===== src/rtl/spim_pkg.sv =====
// spim_pkg: FSM states, R/W encoding and frame-length helpers shared by spi_master_ctrl.
package spim_pkg;
    typedef enum logic [2:0] {IDLE, SHIFT_LO, SHIFT_HI, TAIL, GAP} state_t;
    localparam logic RW_READ = 1'b1;
    localparam logic RW_WRITE = 1'b0;
    localparam int ADDR_W = 7;
    localparam int DATA_W = 8;
    localparam int FRAME_BITS = ADDR_W + 1 + DATA_W;
    function automatic int frame_bits(input int aw, input int dw);
        return aw + 1 + dw;
    endfunction
endpackage


===== src/rtl/spi_master_ctrl_if.sv =====
// spi_master_ctrl_if: request/response bus between system logic and spi_master_ctrl.
interface spi_master_ctrl_if #(parameter int ADDR_W = 7, parameter int DATA_W = 8);
    logic req_valid, req_ready, req_rw, rsp_valid, busy;
    logic [ADDR_W-1:0] req_addr;
    logic [DATA_W-1:0] req_wdata, rsp_rdata;
    modport master (output req_valid, req_rw, req_addr, req_wdata,
                    input req_ready, rsp_valid, rsp_rdata, busy);
    modport slave (input req_valid, req_rw, req_addr, req_wdata,
                   output req_ready, rsp_valid, rsp_rdata, busy);
endinterface


===== src/rtl/spim_clkgen.sv =====
// spim_clkgen: SCLK half-period counter, strobes half_tick on the last clk of each half-period.
module spim_clkgen #(parameter int CLKDIV = 4) (
    input  logic clk,
    input  logic rst_n,
    input  logic clear,
    input  logic run,
    output logic half_tick
);
    localparam int CW = $clog2(CLKDIV);
    logic [CW-1:0] cnt;
    assign half_tick = run && cnt == CW'(CLKDIV - 1);
    always_ff @(posedge clk or negedge rst_n)
        if (!rst_n) cnt <= '0;
        else cnt <= (clear || half_tick || !run) ? '0 : cnt + 1'b1;
endmodule


===== src/rtl/spi_master_ctrl.sv =====
// spi_master_ctrl: turns valid/ready requests into {addr, rw, data} SPI frames for spimemory.
// Defining SPIM_CS_GAP_EN adds a GAP state holding cs_pin high for CS_GAP cycles after each frame.
module spi_master_ctrl
    import spim_pkg::*;
#(
    parameter int CLKDIV = 4,
    parameter int ADDR_W = 7,
    parameter int DATA_W = 8,
    parameter int CS_GAP = 4
) (
    input  logic clk,
    input  logic rst_n,
    spi_master_ctrl_if.slave bus,
    output logic sclk_pin,
    output logic cs_pin,
    output logic mosi_pin,
    input  logic miso_pin
);
    localparam int FB = frame_bits(ADDR_W, DATA_W);
    localparam int BW = $clog2(FB);
    if (CLKDIV < 2 || CS_GAP < 1) $error("spi_master_ctrl: CLKDIV must be >= 2 and CS_GAP >= 1");
    state_t state, state_n;
    logic [FB-1:0] sh;
    logic [BW-1:0] bit_cnt;
    logic [DATA_W-1:0] rx;
    logic rw, half_tick, accept, in_frame, last_bit, frame_end, gap_done;
    assign accept = bus.req_valid && state == IDLE;
    assign in_frame = state inside {SHIFT_LO, SHIFT_HI, TAIL};
    assign last_bit = bit_cnt == BW'(FB - 1);
    assign frame_end = state == TAIL && half_tick;
`ifdef SPIM_CS_GAP_EN
    localparam state_t AFTER = GAP;
    localparam int GW = $clog2(CS_GAP + 1);
    logic [GW-1:0] gap_cnt;
    assign gap_done = gap_cnt == GW'(CS_GAP - 1);
    always_ff @(posedge clk or negedge rst_n)
        if (!rst_n) gap_cnt <= '0;
        else gap_cnt <= state == GAP ? gap_cnt + 1'b1 : '0;
`else
    localparam state_t AFTER = IDLE;
    assign gap_done = 1'b1;
`endif
    spim_clkgen #(.CLKDIV(CLKDIV)) u_clkgen (
        .clk(clk), .rst_n(rst_n), .clear(accept), .run(in_frame), .half_tick(half_tick)
    );
    always_comb begin
        state_n = state;
        bus.req_ready = state == IDLE;
        bus.busy = state != IDLE;
        cs_pin = !in_frame;
        sclk_pin = state == SHIFT_HI;
        mosi_pin = state inside {SHIFT_LO, SHIFT_HI} && sh[FB-1];
        case (state)
            IDLE:     state_n = accept ? SHIFT_LO : IDLE;
            SHIFT_LO: state_n = half_tick ? SHIFT_HI : SHIFT_LO;
            SHIFT_HI: state_n = half_tick ? (last_bit ? TAIL : SHIFT_LO) : SHIFT_HI;
            TAIL:     state_n = half_tick ? AFTER : TAIL;
            GAP:      state_n = gap_done ? IDLE : GAP;
            default:  state_n = IDLE;
        endcase
    end
    always_ff @(posedge clk or negedge rst_n)
        if (!rst_n) begin
            state <= IDLE;
            sh <= '0;
            bit_cnt <= '0;
            rx <= '0;
            rw <= RW_WRITE;
            bus.rsp_valid <= 1'b0;
            bus.rsp_rdata <= '0;
        end else begin
            state <= state_n;
            bus.rsp_valid <= frame_end;
            if (accept) begin
                sh <= {bus.req_addr, bus.req_rw, bus.req_wdata & {DATA_W{bus.req_rw == RW_WRITE}}};
                rw <= bus.req_rw;
                bit_cnt <= '0;
            end else if (state == SHIFT_HI && half_tick) begin
                sh <= sh << 1;
                bit_cnt <= bit_cnt + 1'b1;
                if (rw == RW_READ && bit_cnt >= BW'(ADDR_W + 1)) rx <= {rx[DATA_W-2:0], miso_pin};
            end
            if (frame_end && rw == RW_READ) bus.rsp_rdata <= rx;
        end
endmodule


===== src/flat_wrapper.sv =====
// flat-port wrapper written by rule: the top's interface ports become plain ports
module spi_master_ctrl_flat import spim_pkg::*;
#(
    parameter int CLKDIV = 4,
    parameter int ADDR_W = 7,
    parameter int DATA_W = 8,
    parameter int CS_GAP = 4
)
  (clk, rst_n, sclk_pin, cs_pin, mosi_pin, miso_pin, bus_req_valid, bus_req_rw, bus_req_addr, bus_req_wdata, bus_req_ready, bus_rsp_valid, bus_rsp_rdata, bus_busy);
  spi_master_ctrl_if #(.ADDR_W(ADDR_W), .DATA_W(DATA_W)) bus_i ();
  input  logic clk;
  input  logic rst_n;
  output logic sclk_pin;
  output logic cs_pin;
  output logic mosi_pin;
  input  logic miso_pin;
  input wire logic [$bits(bus_i.req_valid)-1:0] bus_req_valid;
  input wire logic [$bits(bus_i.req_rw)-1:0] bus_req_rw;
  input wire logic [$bits(bus_i.req_addr)-1:0] bus_req_addr;
  input wire logic [$bits(bus_i.req_wdata)-1:0] bus_req_wdata;
  output wire logic [$bits(bus_i.req_ready)-1:0] bus_req_ready;
  output wire logic [$bits(bus_i.rsp_valid)-1:0] bus_rsp_valid;
  output wire logic [$bits(bus_i.rsp_rdata)-1:0] bus_rsp_rdata;
  output wire logic [$bits(bus_i.busy)-1:0] bus_busy;
  assign bus_i.req_valid = bus_req_valid;
  assign bus_i.req_rw = bus_req_rw;
  assign bus_i.req_addr = bus_req_addr;
  assign bus_i.req_wdata = bus_req_wdata;
  assign bus_req_ready = bus_i.req_ready;
  assign bus_rsp_valid = bus_i.rsp_valid;
  assign bus_rsp_rdata = bus_i.rsp_rdata;
  assign bus_busy = bus_i.busy;
  spi_master_ctrl #(.CLKDIV(CLKDIV), .ADDR_W(ADDR_W), .DATA_W(DATA_W), .CS_GAP(CS_GAP)) u_core (.clk(clk), .rst_n(rst_n), .bus(bus_i), .sclk_pin(sclk_pin), .cs_pin(cs_pin), .mosi_pin(mosi_pin), .miso_pin(miso_pin));
endmodule

===== config.mk =====
export PLATFORM = sky130hd
export DESIGN_NAME = spi_master_ctrl_flat
export DESIGN_NICKNAME = d
export VERILOG_FILES = /design/src/rtl/spim_pkg.sv /design/src/rtl/spi_master_ctrl_if.sv /design/src/rtl/spim_clkgen.sv /design/src/rtl/spi_master_ctrl.sv /design/src/flat_wrapper.sv
export SDC_FILE = /design/constraint.sdc
export NUM_CORES = 1
export LEC_CHECK = 0
export BUFFER_PORTS_ARGS = -buffer_cell sky130_fd_sc_hd__buf_2
export CORE_MARGIN = 2
export CORE_UTILIZATION = 45
export DETAILED_ROUTE_END_ITERATION = 10
export GPL_ROUTABILITY_DRIVEN = 0
export HOLD_SLACK_MARGIN = 0.15
export PLACE_DENSITY = 0.76
export SYNTH_ARGS = -nofsm -noshare
export SYNTH_HDL_FRONTEND = slang
export SYNTH_HIERARCHICAL = 1
export SYNTH_SLANG_ARGS = --single-unit

===== constraint.sdc =====
create_clock -name clk -period 1.8 [get_ports clk]
set_input_delay 0 -clock clk [delete_from_list [all_inputs] [get_ports clk]]
set_output_delay 0 -clock clk [all_outputs]
set_load 0.01 [all_outputs]

* Word-level counts from Yosys, hierarchy flattened
Cells that the tools add are included.
Operators by class: reduce and logical (&&, ||, !) cells 16, $mul 0, eq/ne operators 5, div/mod/pow operators 0, shifts and indexed selects 0, bitwise operators 3, $lt $le $gt $ge 1, mux-type cells 11, add/sub/neg operators 2
Operator list (number):
- $mux W16 | 2
- $pmux W3 S4 | 1
- $and A8 B8 Y8 | 1
- $mux W2 | 4
- $mux W4 | 2
- $logic_and A1 B1 Y1 | 7
- $eq A3 B2 Y1 const B | 2
- $reduce_bool A3 Y1 | 2
- $add A4 B1 Y4 const B | 1
- $eq A4 B4 Y1 const B | 1
- $ge A4 B4 Y1 const B | 1
- $reduce_bool A2 Y1 | 2
- $eq A3 B1 Y1 const B | 1
- $logic_not A3 Y1 | 1
- $mux W3 | 1
- $reduce_and A3 Y1 | 1
- $add A2 B1 Y2 const B | 1
- $eq A2 B2 Y1 const B | 1
- $logic_or A1 B1 Y1 | 2
- $not A1 Y1 | 2
- $logic_not A1 Y1 | 1
- $mux W1 | 1
Storage, ports and cells: latch bits 0, ROM bits 0, RAM bits 0, flip-flop bits (word level) 43, input port bits 20, memories kept 0

* Logic depth before layout (Yosys ltp)
Gate-level depths: netlist of run 1.
depth after elaboration 6, gate-level depth with buffers 8, mapped depth without buffers 7

* Modules after synthesis
The synthesis of run 1 kept the hierarchy.
Modules (own cells, without submodules):
- spi_master_ctrl | seq. area each 1001.0 um2, times used 1, cells each 149, area an instance 1766.7 um2
- spim_clkgen | seq. area each 50.0 um2, times used 1, cells each 6, area an instance 96.3 um2

* Worst setup path before layout of run 1
No wires, ideal clock.
kind register to register, start register u_core.state[0], end register u_core.rx[0], setup slack -0.170 ns, stages on the path, launching flop included 8, library setup time 0.125 ns, arrival 1.846 ns, buffers on the path 0, clock period less this slack 1.970 ns, data required time 1.675 ns, cell sequence dfrtp_1 > inv_1 > ha_1 > inv_1 > and2_1 > nand2_2 > nor3_4 > mux2_2
RTL lines:
- from (decl) | RTL line spi_master_ctrl.sv:22 | state_t state, state_n;
- from (signal assigned) | RTL line spi_master_ctrl.sv:72 | state <= state_n;
- $logic_not A3 Y1
- net bus_req_ready | RTL line flat_wrapper.sv:21 | output wire logic [$bits(bus_i.req_ready)-1:0] bus_req_ready;
- $logic_and A1 B1 Y1 | RTL line spi_master_ctrl.sv:27 | assign accept = bus.req_valid && state == IDLE;
- $not A1 Y1 (no source line)
- $reduce_and A3 Y1 (no source line)
- to (signal assigned) | RTL line spi_master_ctrl.sv:81 | if (rw == RW_READ && bit_cnt >= BW'(ADDR_W + 1)) rx <= {rx[DATA_W-2:0], miso_pin};
- to (decl) | RTL line spi_master_ctrl.sv:25 | logic [DATA_W-1:0] rx;
The timed path passes the listed nets, and every way through them passes these cells. A chain may end at the register's enable or synchronous reset.

* Worst setup path in the final report of run 1
start register u_core.state[0], end register u_core.rx[3]
On the way: cells in the longest elaborated chain, start to end 5
Ends and longest elaborated chain:
- $eq A3 B1 Y1 or $eq A3 B2 Y1 (tied branches) | RTL line spi_master_ctrl.sv:28 | assign in_frame = state inside {SHIFT_LO, SHIFT_HI, TAIL};
- $reduce_bool A3 Y1 (*) | RTL line spi_master_ctrl.sv:28
- $logic_and A1 B1 Y1 (*) | RTL line spim_clkgen.sv:11 | assign half_tick = run && cnt == CW'(CLKDIV - 1);
- net u_core.half_tick | RTL line spi_master_ctrl.sv:26 | logic rw, half_tick, accept, in_frame, last_bit, frame_end, gap_done;
- $logic_and A1 B1 Y1 (*) | RTL line spi_master_ctrl.sv:78 | end else if (state == SHIFT_HI && half_tick) begin
- $reduce_and A3 Y1 (no source line) (*)
The timed path passes the listed nets; every way through them passes the cells marked *.

==> impl_metrics.py, run 1 <==
metrics = {
    "critical_path": {
        "cp_max_fo": 8,
        "arrival_ps": 1900,
        "worstPathRequired_ps": 1980,
        "cp.buffers_inverters": 3,
        "cp-start-kind": "flip-flop",
        "cpMaxStageDelayCell": "dfrtp_1",
        "crit_path_cell_trace": "inv_1, ha_2, inv_2, and2_4, nand2_4, nor3_4, buf_12, mux2_2",
        "worstSetupPathType": "flip-flop to flip-flop",
        "critPathTopFamily": "simple AND/OR/NAND/NOR gates",
        "end_kind": "flip-flop",
        "worst_path_largest_cell_delay_ps": 350,
    },
    "synth": {
        "synthTopCellsByArea": "dfrtp_1 56%, mux2_2 9.7%, mux2i_1 8.1%, ha_1 4.7%, a21oi_1 4.6%",
        "yosysSeqAreaShare": 0.564,
        "syn_inst": 155,
        "synth_top_area_share": 0.564,
        "ys_seq_elements": 42,
        "avgSynthCellArea_sq_um": 12.0,
        "syn_nets": 182,
        "yosysWarnings": 6,
        "netlist_area_sq_mm": 0.00186,
        "yosysUniqueCellTypes": 25,
        "yosys.area.top_type": "dfrtp_1",
    },
    "detailed_routing": {
        "drtIter0Drc": 43,
        "vias": 1346,
        "top_layer": "met4",
        "postRouteAntennaNets": 0,
        "wl_per_cell_microns": 14.3,
        "avgViaCountPerCell": 5.00,
        "wirelength_microns": 3840,
        "met3WireLength_microns": 142,
        "route.met2.wl_microns": 1990,
        "dr.pass1.iters": 4,
        "wl_met1_microns": 1650,
        "remaining_drc_errors": 0,
    },
    "clocking": {
        "cts_tree": "built",
        "clk_pin_slew_ps": 70,
        "cts_sinks": 42,
        "cts_root_buf": "clkbuf_8",
        "cts_buffers": 5,
        "clk_latency_ps": 290,
        "clockBufferDepth": 2,
        "htree_levels": 2,
    },
    "sta": {
        "slew_headroom": 0.583,
        "fmax_ghz": 0.582,
        "whs_ps": 177,
        "rsz0062_at_grt": "no",
        "clock_skew_ps": 4.06,
        "fin_setup_tns_ps": 0,
        "finalMaxSlewViolations": 0,
        "period_minus_slack_ps": 1720,
        "setup_violations": 0,
        "hold_viol": 0,
        "min_period_over_period": 0.955,
        "tightestPinTransition_ps": 625,
    },
    "placement": {
        "dp_cells": 241,
        "place_area_sq_mm": 0.00214,
        "portBuffers": 33,
        "hpwlAfterDp_microns": 2280,
    },
    "pwr": {
        "cellPowerDensity_mw_per_mm2": 1220,
        "power.leakage_nw": 1.33,
        "ir_drop_mv": 0.902,
    },
    "floorplanning": {
        "die_y_microns": 68.3,
        "start_util": 0.466,
        "coreArea_sq_mm": 0.00400,
        "pin_count": 34,
        "die_x_microns": 68.3,
        "dieArea_sq_mm": 0.00467,
        "core.rowCount": 23,
    },
    "min_path": {
        "hold_path_class": "primary input to flip-flop",
    },
    "layout": {
        "layout.cells.non_filler": 269,
        "drive_gt1_frac": 0.356,
        "final_net_count": 246,
        "antennaDiodeCount": 0,
        "syn_to_final_growth_pct": 32.6,
        "num-fill-cells": 317,
        "stdcell_area_sq_mm": 0.00247,
    },
    "grt": {
        "grt_use_total": 0.191,
        "antenna_found_initial": 0,
        "grt_pass1_vias": 1379,
        "grt_pass1_wl_microns": 6290,
        "gr-total-overflow": 0,
        "grt_start_max_net_pins": 29,
    },
    "flow_run": {
        "drv_cap": 0,
    },
    "outcome": {
        "outcome": "complete, no violations",
    },
}
[through the flow]
stage          worst slack, ps  total power, W   util
2_1_floorplan             71.1         0.00191      -
3_3_place_gp              41.2         0.00217  0.534
3_5_place_dp             -10.9         0.00219  0.534
4_1_cts                   18.3         0.00299  0.614
5_1_grt                   1.70         0.00323  0.617
6_report                  80.7         0.00301  0.617
[sequential cells by signal (all words and copies together), names as in the netlist]
register	count
u_core/sh	16
u_core/bus.rsp_rdata	8
u_core/rx	8
u_core/bit_cnt	4
u_core/state	2
u_core/u_clkgen/cnt	2
u_core/bus.rsp_valid	1
u_core/rw	1
[worst paths after layout]
check / start / endpoint / slack, ps / cells past startpoint
max reg2reg: u_core/state[0] / u_core/rx[3] / 80 / 8
max: u_core/state[0] / u_core/rx[3] / 80 / 8
min reg2reg: u_core/u_clkgen/cnt[0] / u_core/u_clkgen/cnt[0] / 450 / 1
max in group asynchronous: rst_n / u_core/bit_cnt[0] / 990 / 3
min in group asynchronous: rst_n / u_core/sh[3] / 250 / 2
min: bus_req_valid / u_core/state[0] / 180 / 4
[power by group]
part	switching, W	total [W]	internal [W]	leakage (nW)
Combinational	0.000490	0.000934	0.000444	0.725
Sequential	0.000140	0.00133	0.00119	0.544
Clock	0.000298	0.000741	0.000443	0.0573
Total	0.000928	0.00301	0.00208	1.33
[placed cells by master, fill, tap and decap left out, types with 2 or more instances in the layout]
| master | netlist | final |
|---|---|---|
| a21oi_1 | 17 | 17 |
| and2_1 | 3 | 2 |
| buf_2 | 2 | 33 |
| buf_4 | 1 | 11 |
| clkbuf_8 | 0 | 6 |
| dfrtp_1 | 42 | 42 |
| dlygate4sd3_1 | 0 | 18 |
| ha_1 | 7 | 6 |
| inv_1 | 6 | 5 |
| inv_2 | 1 | 2 |
| mux2_2 | 16 | 16 |
| mux2i_1 | 15 | 15 |
| nand2_1 | 14 | 13 |
| nand2_2 | 2 | 2 |
| nand3_1 | 4 | 4 |
| nor2_1 | 3 | 3 |
| o21ai_0 | 10 | 10 |
[cell families after synthesis]
logic type | synth area share
and+or+nand+nor | 0.0913
DFF | 0.564
adders and majority gates | 0.0470
buffers and inverters | 0.0295
xor gates and xnor gates | 0.00940
AOI/OAI and AO/OA | 0.0813
muxes | 0.177
[cell usage after synthesis]
| cell | n |
|---|---|
| a21oi_1 | 17 |
| a41oi_1 | 1 |
| and2_1 | 3 |
| and4bb_2 | 1 |
| buf_2 | 2 |
| buf_4 | 1 |
| clkbuf_1 | 3 |
| dfrtp_1 | 42 |
| ha_1 | 7 |
| inv_1 | 6 |
| inv_2 | 1 |
| mux2_2 | 16 |
| mux2i_1 | 15 |
| nand2_1 | 14 |
| nand2_2 | 2 |
| nand3_1 | 4 |
| nor2_1 | 3 |
| nor3_1 | 1 |
| nor3_4 | 1 |
| nor4b_2 | 1 |
| o211ai_1 | 1 |
| o21ai_0 | 10 |
| or3_1 | 1 |
| xnor2_1 | 1 |
| xor2_1 | 1 |
[worst min-delay path, delay by kind of cell]
family                 cells  cell delay, ps
AO/OA/AOI/OAI              1              90
AND/OR/NAND/NOR            1              60
buffers and inverters      2             280
[timing repair]
| action | 4_1_cts | 5_1_grt |
|---|---|---|
| buffers inserted | 2 | 1 |
| endpoints found under the setup margin | 8 | 11 |
| pin swaps | 1 | 1 |
| gates resized for setup | 0 | 1 |
| hold buffers | 18 | 0 |
| endpoints found under the hold margin | 44 | 0 |
[routing by layer]
metal,GRT usage,up-vias
met5,0,-
met4,0.0750,0
met3,0.0609,6
met2,0.322,24
met1,0.226,658
li1,-,658
[cell type report]
type / instances / area [sq um] / share of cell area
clock buffer: 6 / 82.6 / 0.0334
multi-input combinational: 100 / 769 / 0.312
clock inverter: 1 / 30.0 / 0.0122
timing repair buffer: 63 / 448 / 0.181
tap: 50 / 62.6 / 0.0253
inverter: 7 / 26.3 / 0.0106
sequential: 42 / 1050 / 0.426
No activity file was read; power rests on OpenSTA's default activity.
==> run 2, diff against run 1 <==
--- a/config.mk
+++ b/config.mk
@@ -10,9 +10,9 @@
 export CORE_UTILIZATION = 45
 export DETAILED_ROUTE_END_ITERATION = 10
 export GPL_ROUTABILITY_DRIVEN = 0
+export GPL_TIMING_DRIVEN = 0
 export HOLD_SLACK_MARGIN = 0.15
 export PLACE_DENSITY = 0.76
 export SYNTH_ARGS = -nofsm -noshare
 export SYNTH_HDL_FRONTEND = slang
-export SYNTH_HIERARCHICAL = 1
 export SYNTH_SLANG_ARGS = --single-unit
==> run 2 against run 1 <==
Compared with the run above: worst hold slack better by 34 ps; synthesized cell count is 13% higher; critical path type unchanged; core utilization is 0.78 points higher; clock power is 18% lower; maximum frequency is 3.3% lower; largest power group unchanged; sequential power hardly changed; setup slack worse by 58 ps.
==> impl_metrics.py, run 2 <==
metrics = {
    "outcome": {
        "outcome": "complete, no violations",
    },
    "clocking": {
        "cts_tree": "built",
        "cts_buffers": 5,
        "clk_pin_slew_ps": 80,
        "cts_sinks": 42,
        "clockBufferDepth": 2,
        "clk_latency_ps": 300,
        "htree_levels": 2,
        "cts_root_buf": "clkbuf_8",
    },
    "sta": {
        "fmax_ghz": 0.563,
        "tightestPinTransition_ps": 913,
        "clock_skew_ps": 7.05,
        "setup_violations": 0,
        "rsz0062_at_grt": "yes",
        "finalMaxSlewViolations": 0,
        "slew_headroom": 0.392,
        "hold_viol": 0,
        "min_period_over_period": 0.988,
        "period_minus_slack_ps": 1780,
        "fin_setup_tns_ps": 0,
    },
    "pwr": {
        "ir_drop_mv": 0.682,
        "power.leakage_nw": 1.24,
        "cellPowerDensity_mw_per_mm2": 1190,
    },
    "detailed_routing": {
        "avgViaCountPerCell": 5.04,
        "vias": 1467,
        "wl_per_cell_microns": 12.6,
        "postRouteAntennaNets": 0,
        "wirelength_microns": 3670,
        "dr.pass1.iters": 4,
        "remaining_drc_errors": 0,
        "drtIter0Drc": 61,
    },
    "layout": {
        "reg.largest.list": "u_core.sh (16), u_core.bus.rsp_rdata (8), u_core.rx (8)",
        "final_util": 0.625,
        "antennaDiodeCount": 0,
        "drive_gt1_frac": 0.336,
        "final_net_count": 268,
        "largest_reg_flops": 16,
        "layout_common_cells": "41 x a21oi_1, 41 x dfrtp_1, 36 x buf_2, 22 x nand2_1, 18 x dlygate4sd3_1",
        "num-fill-cells": 341,
        "regMostFlops": "u_core.sh",
        "syn_to_final_growth_pct": 32.8,
    },
    "floorplanning": {
        "die_y_microns": 68.7,
        "core.rowCount": 23,
        "dieArea_sq_mm": 0.00472,
        "start_util": 0.471,
        "coreArea_sq_mm": 0.00400,
        "die_x_microns": 68.7,
        "pin_count": 34,
    },
    "synth": {
        "yosysMostFrequentCell": "dfrtp_1",
        "avgSynthCellArea_sq_um": 10.8,
        "synthTopCellsByArea": "dfrtp_1 56%, a21oi_1 11%, mux2_2 9.6%, ha_1 5.3%, nand2_1 4.4%",
        "synthFlopType": "dfrtp_1",
        "syn_inst": 175,
        "yosysWarnings": 0,
        "yosysSeqAreaShare": 0.558,
        "synthTopCellsByCount": "42 x dfrtp_1, 41 x a21oi_1, 22 x nand2_1",
        "synth_top_area_share": 0.558,
        "synthArstFlopShare": 1.00,
        "netlist_area_sq_mm": 0.00188,
        "syn_nets": 203,
        "synth-edff-count": 0,
        "yosys.area.top_type": "dfrtp_1",
        "ys_seq_elements": 42,
        "yosysUniqueCellTypes": 28,
    },
    "min_path": {
        "hold_path_class": "primary input to flip-flop",
        "hold_depth": 4,
    },
    "critical_path": {
        "worstSetupPathType": "flip-flop to flip-flop",
        "cp_common_cell": "buf_6",
        "cp_max_fo": 6,
        "cp-start-kind": "flip-flop",
        "worstPathRequired_ps": 1990,
        "end_kind": "flip-flop",
        "worst_path_largest_cell_delay_ps": 430,
        "crit_path_cell_trace": "inv_4, ha_2, and2_1, buf_6, nor3_4, buf_6, mux2_2",
        "cpMaxStageDelayCell": "dfrtp_2",
        "reg2regPathDepth": 7,
        "arrival_ps": 1970,
    },
    "grt": {
        "grt_start_max_net_pins": 43,
        "antenna_found_initial": 0,
        "grt_pass1_vias": 1339,
        "grt_use_total": 0.176,
        "gr-total-overflow": 0,
        "grt_pass1_wl_microns": 5930,
    },
    "placement": {
        "hpwlAfterDp_microns": 2330,
        "portBuffers": 33,
    },
    "flow_run": {
        "drv_cap": 0,
    },
}
[run 2: cell types whose count changed after synthesis, sizes merged, moves of 2 or more]
cell   previous run  this run
nand2            16        22
mux2i            15         0
nand3             4         2
o21ai            10         4
a21oi            17        41
nor2              3         7
buf               3         5
[run 2: power breakdown]
group / switching, W / total [W] / internal, W
Combinational: 0.000526 / 0.00101 / 0.000480
Clock: 0.000336 / 0.000608 / 0.000272
Sequential: 0.000153 / 0.00135 / 0.00120
Total: 0.00101 / 0.00296 / 0.00195
[run 2: worst paths after layout]
check | startpoint | to | slack, ps
worst max-delay path | u_core.state[1] | u_core.rx[5] | 20
worst min-delay path | bus_req_valid | u_core.sh[0] | 210
worst max register to register | u_core.state[1] | u_core.rx[5] | 20
worst min register to register | u_core.u_clkgen.cnt[0] | u_core.u_clkgen.cnt[0] | 440
max in group asynchronous | rst_n | u_core.state[1] | 810
min in group asynchronous | rst_n | u_core.bus.rsp_rdata[5] | 370
[run 2: cell families (layout without fill, tap and decap cells)]
group	count (synthesis)	in the layout	share of synthesized area
mux	16	16	0.0957
compound gates	48	48	0.133
simple gates	46	46	0.124
flops	42	42	0.558
buf+inv	15	81	0.0365
fa+ha+maj	8	8	0.0532
[run 2: cell type report]
type	instances	area, sq um	area share
plain buffers	8	48.8	0.0195
flip-flops and latches	42	1050	0.421
clock buffers	5	68.8	0.0275
multi-input cells	118	813	0.325
clock inverters	3	21.3	0.00850
repair buffers	58	405	0.162
inverters	7	28.8	0.0115
well taps	50	62.6	0.0250
[run 2: what timing repair did]
action                                 in CTS  in global routing
gates resized for setup                    13                 11
setup buffers                               6                  1
gates cloned                                0                  0
endpoints found under the hold margin      60                  0
hold buffers                               18                  0
setup endpoints to repair                  18                 34
pin swaps                                   3                  1
[run 2: layer usage]
metal  GRT usage  up-vias  part of all wire
met5           0        -                 0
met3      0.0536        5             0.041
met2       0.297       30              0.49
met4      0.0735        0             0.015
met1       0.207      696              0.45
li1            -      736                 -
[run 2: critical path: cells and delay by family, from the launching register on]
family | cells | cell delay (ps)
adder cells (fa/ha/maj) | 1 | 200
buffers and inverters | 3 | 330
flip-flops | 1 | 430
multiplexers | 1 | 330
AND/OR/NAND/NOR | 2 | 390
[run 2: per-stage QoR]
stage	cells	instance area (sq um)	hold slack, ps	setup WS, ps	total power (W)
after detailed placement	258	2110	190	-178	0.00221
after floorplan	175	1880	-296	15.6	0.00195
final	291	2500	212	22.3	0.00296
after global placement	258	2110	187	-112	0.00217
after global routing	291	2500	220	-48.7	0.00320
after CTS	290	2480	207	-19.8	0.00298
==> run 3, diff against run 2 <==
--- a/config.mk
+++ b/config.mk
@@ -12,7 +12,7 @@
 export GPL_ROUTABILITY_DRIVEN = 0
 export GPL_TIMING_DRIVEN = 0
 export HOLD_SLACK_MARGIN = 0.15
-export PLACE_DENSITY = 0.76
+export PLACE_DENSITY = 0.74
 export SYNTH_ARGS = -nofsm -noshare
 export SYNTH_HDL_FRONTEND = slang
 export SYNTH_SLANG_ARGS = --single-unit
==> constraint.sdc (replaced) <==
create_clock -name clk -period 1.89 [get_ports clk]
set_input_delay 0 -clock clk [delete_from_list [all_inputs] [get_ports clk]]
set_output_delay 0 -clock clk [all_outputs]
set_load 0.01 [all_outputs]
==> run 3 against run 2 <==
Compared with the run above: sequential cell count unchanged; clock skew increased by 2.3 ps; maximum frequency decreased by 0.36%; die area did not move; core utilization is 1.9 points lower; power is 8.4% lower; final cell count fell by 1.0%; via count fell by 2.6%; global-route usage down 0.98 points; sequential share of layout area grew 1.3 points; clock power fell by 4.6%; wire length is 7.2% lower.
==> impl_metrics.py, run 3 (same netlist as run 2, synthesis figures left out) <==
metrics = {
    "pwr": {
        "p_int_w": 0.00183,
        "power.total_w": 0.00271,
        "p_comb_frac": 0.320,
        "cellPowerDensity_mw_per_mm2": 1120,
        "p_clk_frac": 0.214,
        "swShare": 0.324,
        "power.leakage_nw": 1.22,
        "seq_power_share": 0.466,
        "ir_drop_mv": 0.638,
        "switchingPower_w": 0.000880,
    },
    "sta": {
        "tightestPinTransition_ps": 908,
        "clock_skew_ps": 9.39,
        "rsz0062_at_grt": "no",
        "hold_viol": 0,
        "setup_violations": 0,
        "slew_headroom": 0.394,
        "fmax_ghz": 0.560,
        "period_minus_slack_ps": 1780,
        "min_period_over_period": 0.944,
        "finalMaxSlewViolations": 0,
    },
    "grt": {
        "grt_pass1_vias": 1321,
        "gr-total-overflow": 0,
        "grt_start_max_net_pins": 43,
        "antenna_found_initial": 0,
        "grt_use_total": 0.166,
        "grt_pass1_wl_microns": 5710,
    },
    "layout": {
        "regMostFlops": "u_core.sh",
        "syn_to_final_growth_pct": 28.7,
        "final_net_count": 265,
        "largest_reg_flops": 16,
        "antennaDiodeCount": 0,
        "layout_common_cells": "42 x dfrtp_1, 41 x a21oi_1, 36 x buf_2, 22 x nand2_1, 18 x dlygate4sd3_1",
        "reg.largest.list": "u_core.sh (16), u_core.bus.rsp_rdata (8), u_core.rx (8)",
        "layout_commonest_cell": "dfrtp_1",
        "layout.cells.non_filler": 288,
        "drive_gt1_frac": 0.303,
    },
    "detailed_routing": {
        "wl_per_cell_microns": 11.8,
        "remaining_drc_errors": 0,
        "drtIter0Drc": 103,
        "wirelength_microns": 3410,
        "route.met2.wl_microns": 1550,
        "postRouteAntennaNets": 0,
        "vias": 1429,
        "dr.pass1.iters": 4,
        "top_layer": "met4",
        "wl_met1_microns": 1580,
        "avgViaCountPerCell": 4.96,
        "met3WireLength_microns": 192,
    },
    "clocking": {
        "htree_levels": 2,
        "clockBufferDepth": 2,
        "clk_latency_ps": 290,
        "cts_buffers": 5,
        "cts_sinks": 42,
        "clk_pin_slew_ps": 80,
        "cts_root_buf": "clkbuf_8",
        "cts_tree": "built",
    },
    "placement": {
        "dp_cells": 258,
        "portBuffers": 33,
        "hpwlAfterDp_microns": 2260,
    },
    "floorplanning": {
        "pin_count": 34,
        "die_x_microns": 68.7,
        "core.rowCount": 23,
        "die_y_microns": 68.7,
        "start_util": 0.471,
        "dieArea_sq_mm": 0.00472,
        "coreArea_sq_mm": 0.00400,
    },
    "flow_run": {
        "drv_cap": 0,
    },
    "critical_path": {
        "cp_max_fo": 10,
        "worstPathRequired_ps": 2100,
        "worstSetupPathType": "flip-flop to flip-flop",
        "arrival_ps": 2000,
        "end_kind": "flip-flop",
        "cp-start-kind": "flip-flop",
    },
    "min_path": {
        "hold_path_class": "primary input to flip-flop",
    },
    "outcome": {
        "outcome": "complete, no violations",
    },
}
==> run 3: changes by cell type in the layout (fill, tap and decap cells not counted), moves of 2 or more <==
cell,before,now
clkbuf_2,3,1
ha_4,2,0
ha_2,1,3
mux2_4,4,0
buf_6,3,1
mux2_2,12,16
clkbuf_1,0,3
inv_1,4,6
buf_4,6,4
==> run 3: per-layer routing <==
metal | GRT usage | vias to the layer above
met4 | 0.0956 | 0
met5 | 0 | -
met2 | 0.260 | 42
met3 | 0.0438 | 8
met1 | 0.207 | 655
li1 | - | 724
==> run 3: repair_timing <==
item,CTS,global route
pin swaps,1,1
setup endpoints to repair,8,20
endpoints found under the hold margin,60,0
hold buffers,18,0
gates resized for setup,0,6
buffers inserted,2,2
==> run 3: stage by stage <==
| step | utilization | TNS [ps] | worst slack (ps) | instance area (sq um) | hold slack, ps |
|---|---|---|---|---|---|
| floorplan | - | 0 | 106 | 1880 | -296 |
| global placement | 0.528 | -154 | -20.2 | 2110 | 187 |
| detailed placement | 0.528 | -342 | -45.5 | 2110 | 187 |
| CTS | 0.599 | 0 | 34.3 | 2400 | 230 |
| global route | 0.606 | 0 | 3.12 | 2420 | 254 |
| finish | 0.606 | 0 | 106 | 2420 | 231 |
==> run 3: final timing paths <==
| check | from | end | slack (ps) | depth (start not counted) |
|---|---|---|---|---|
| min in group asynchronous | rst_n | u_core.bus.rsp_valid | 370 | 2 |
| max in group asynchronous | rst_n | u_core.sh[8] | 950 | 2 |
| min | bus_req_valid | u_core.sh[0] | 230 | 4 |
| max reg2reg | u_core.state[1] | u_core.sh[10] | 110 | 7 |
| min reg2reg | u_core.u_clkgen.cnt[0] | u_core.u_clkgen.cnt[0] | 450 | 1 |
| max | u_core.state[1] | u_core.sh[10] | 110 | 7 |
==> run 3: power groups by stage <==
stage / combinational, W / clock, W / sequential (W)
global route: 0.000998 / 0.000631 / 0.00130
CTS: 0.000849 / 0.000592 / 0.00127
floorplan: 0.000594 / 0 / 0.00126
detailed placement: 0.000819 / 0 / 0.00128
finish: 0.000868 / 0.000580 / 0.00127
global placement: 0.000794 / 0 / 0.00128
==> run 3: worst max-delay path: stages (launching register included) <==
cell,delay [ps]
dfrtp_1,410
inv_1,120
ha_2,230
nand3b_1,230
clkbuf_4,260
buf_2,230
nand2_1,80
a21oi_1,130
==> run 3: final cells by class <==
class | instances | area (sq um)
flip-flops and latches | 42 | 1050
multi-input cells | 118 | 771
clock inverters | 1 | 5.00
inverters | 7 | 26.3
clock buffers | 7 | 86.3
fillers | 331 | 1580
plain buffers | 8 | 46.3
well taps | 50 | 62.6
repair buffers | 55 | 375
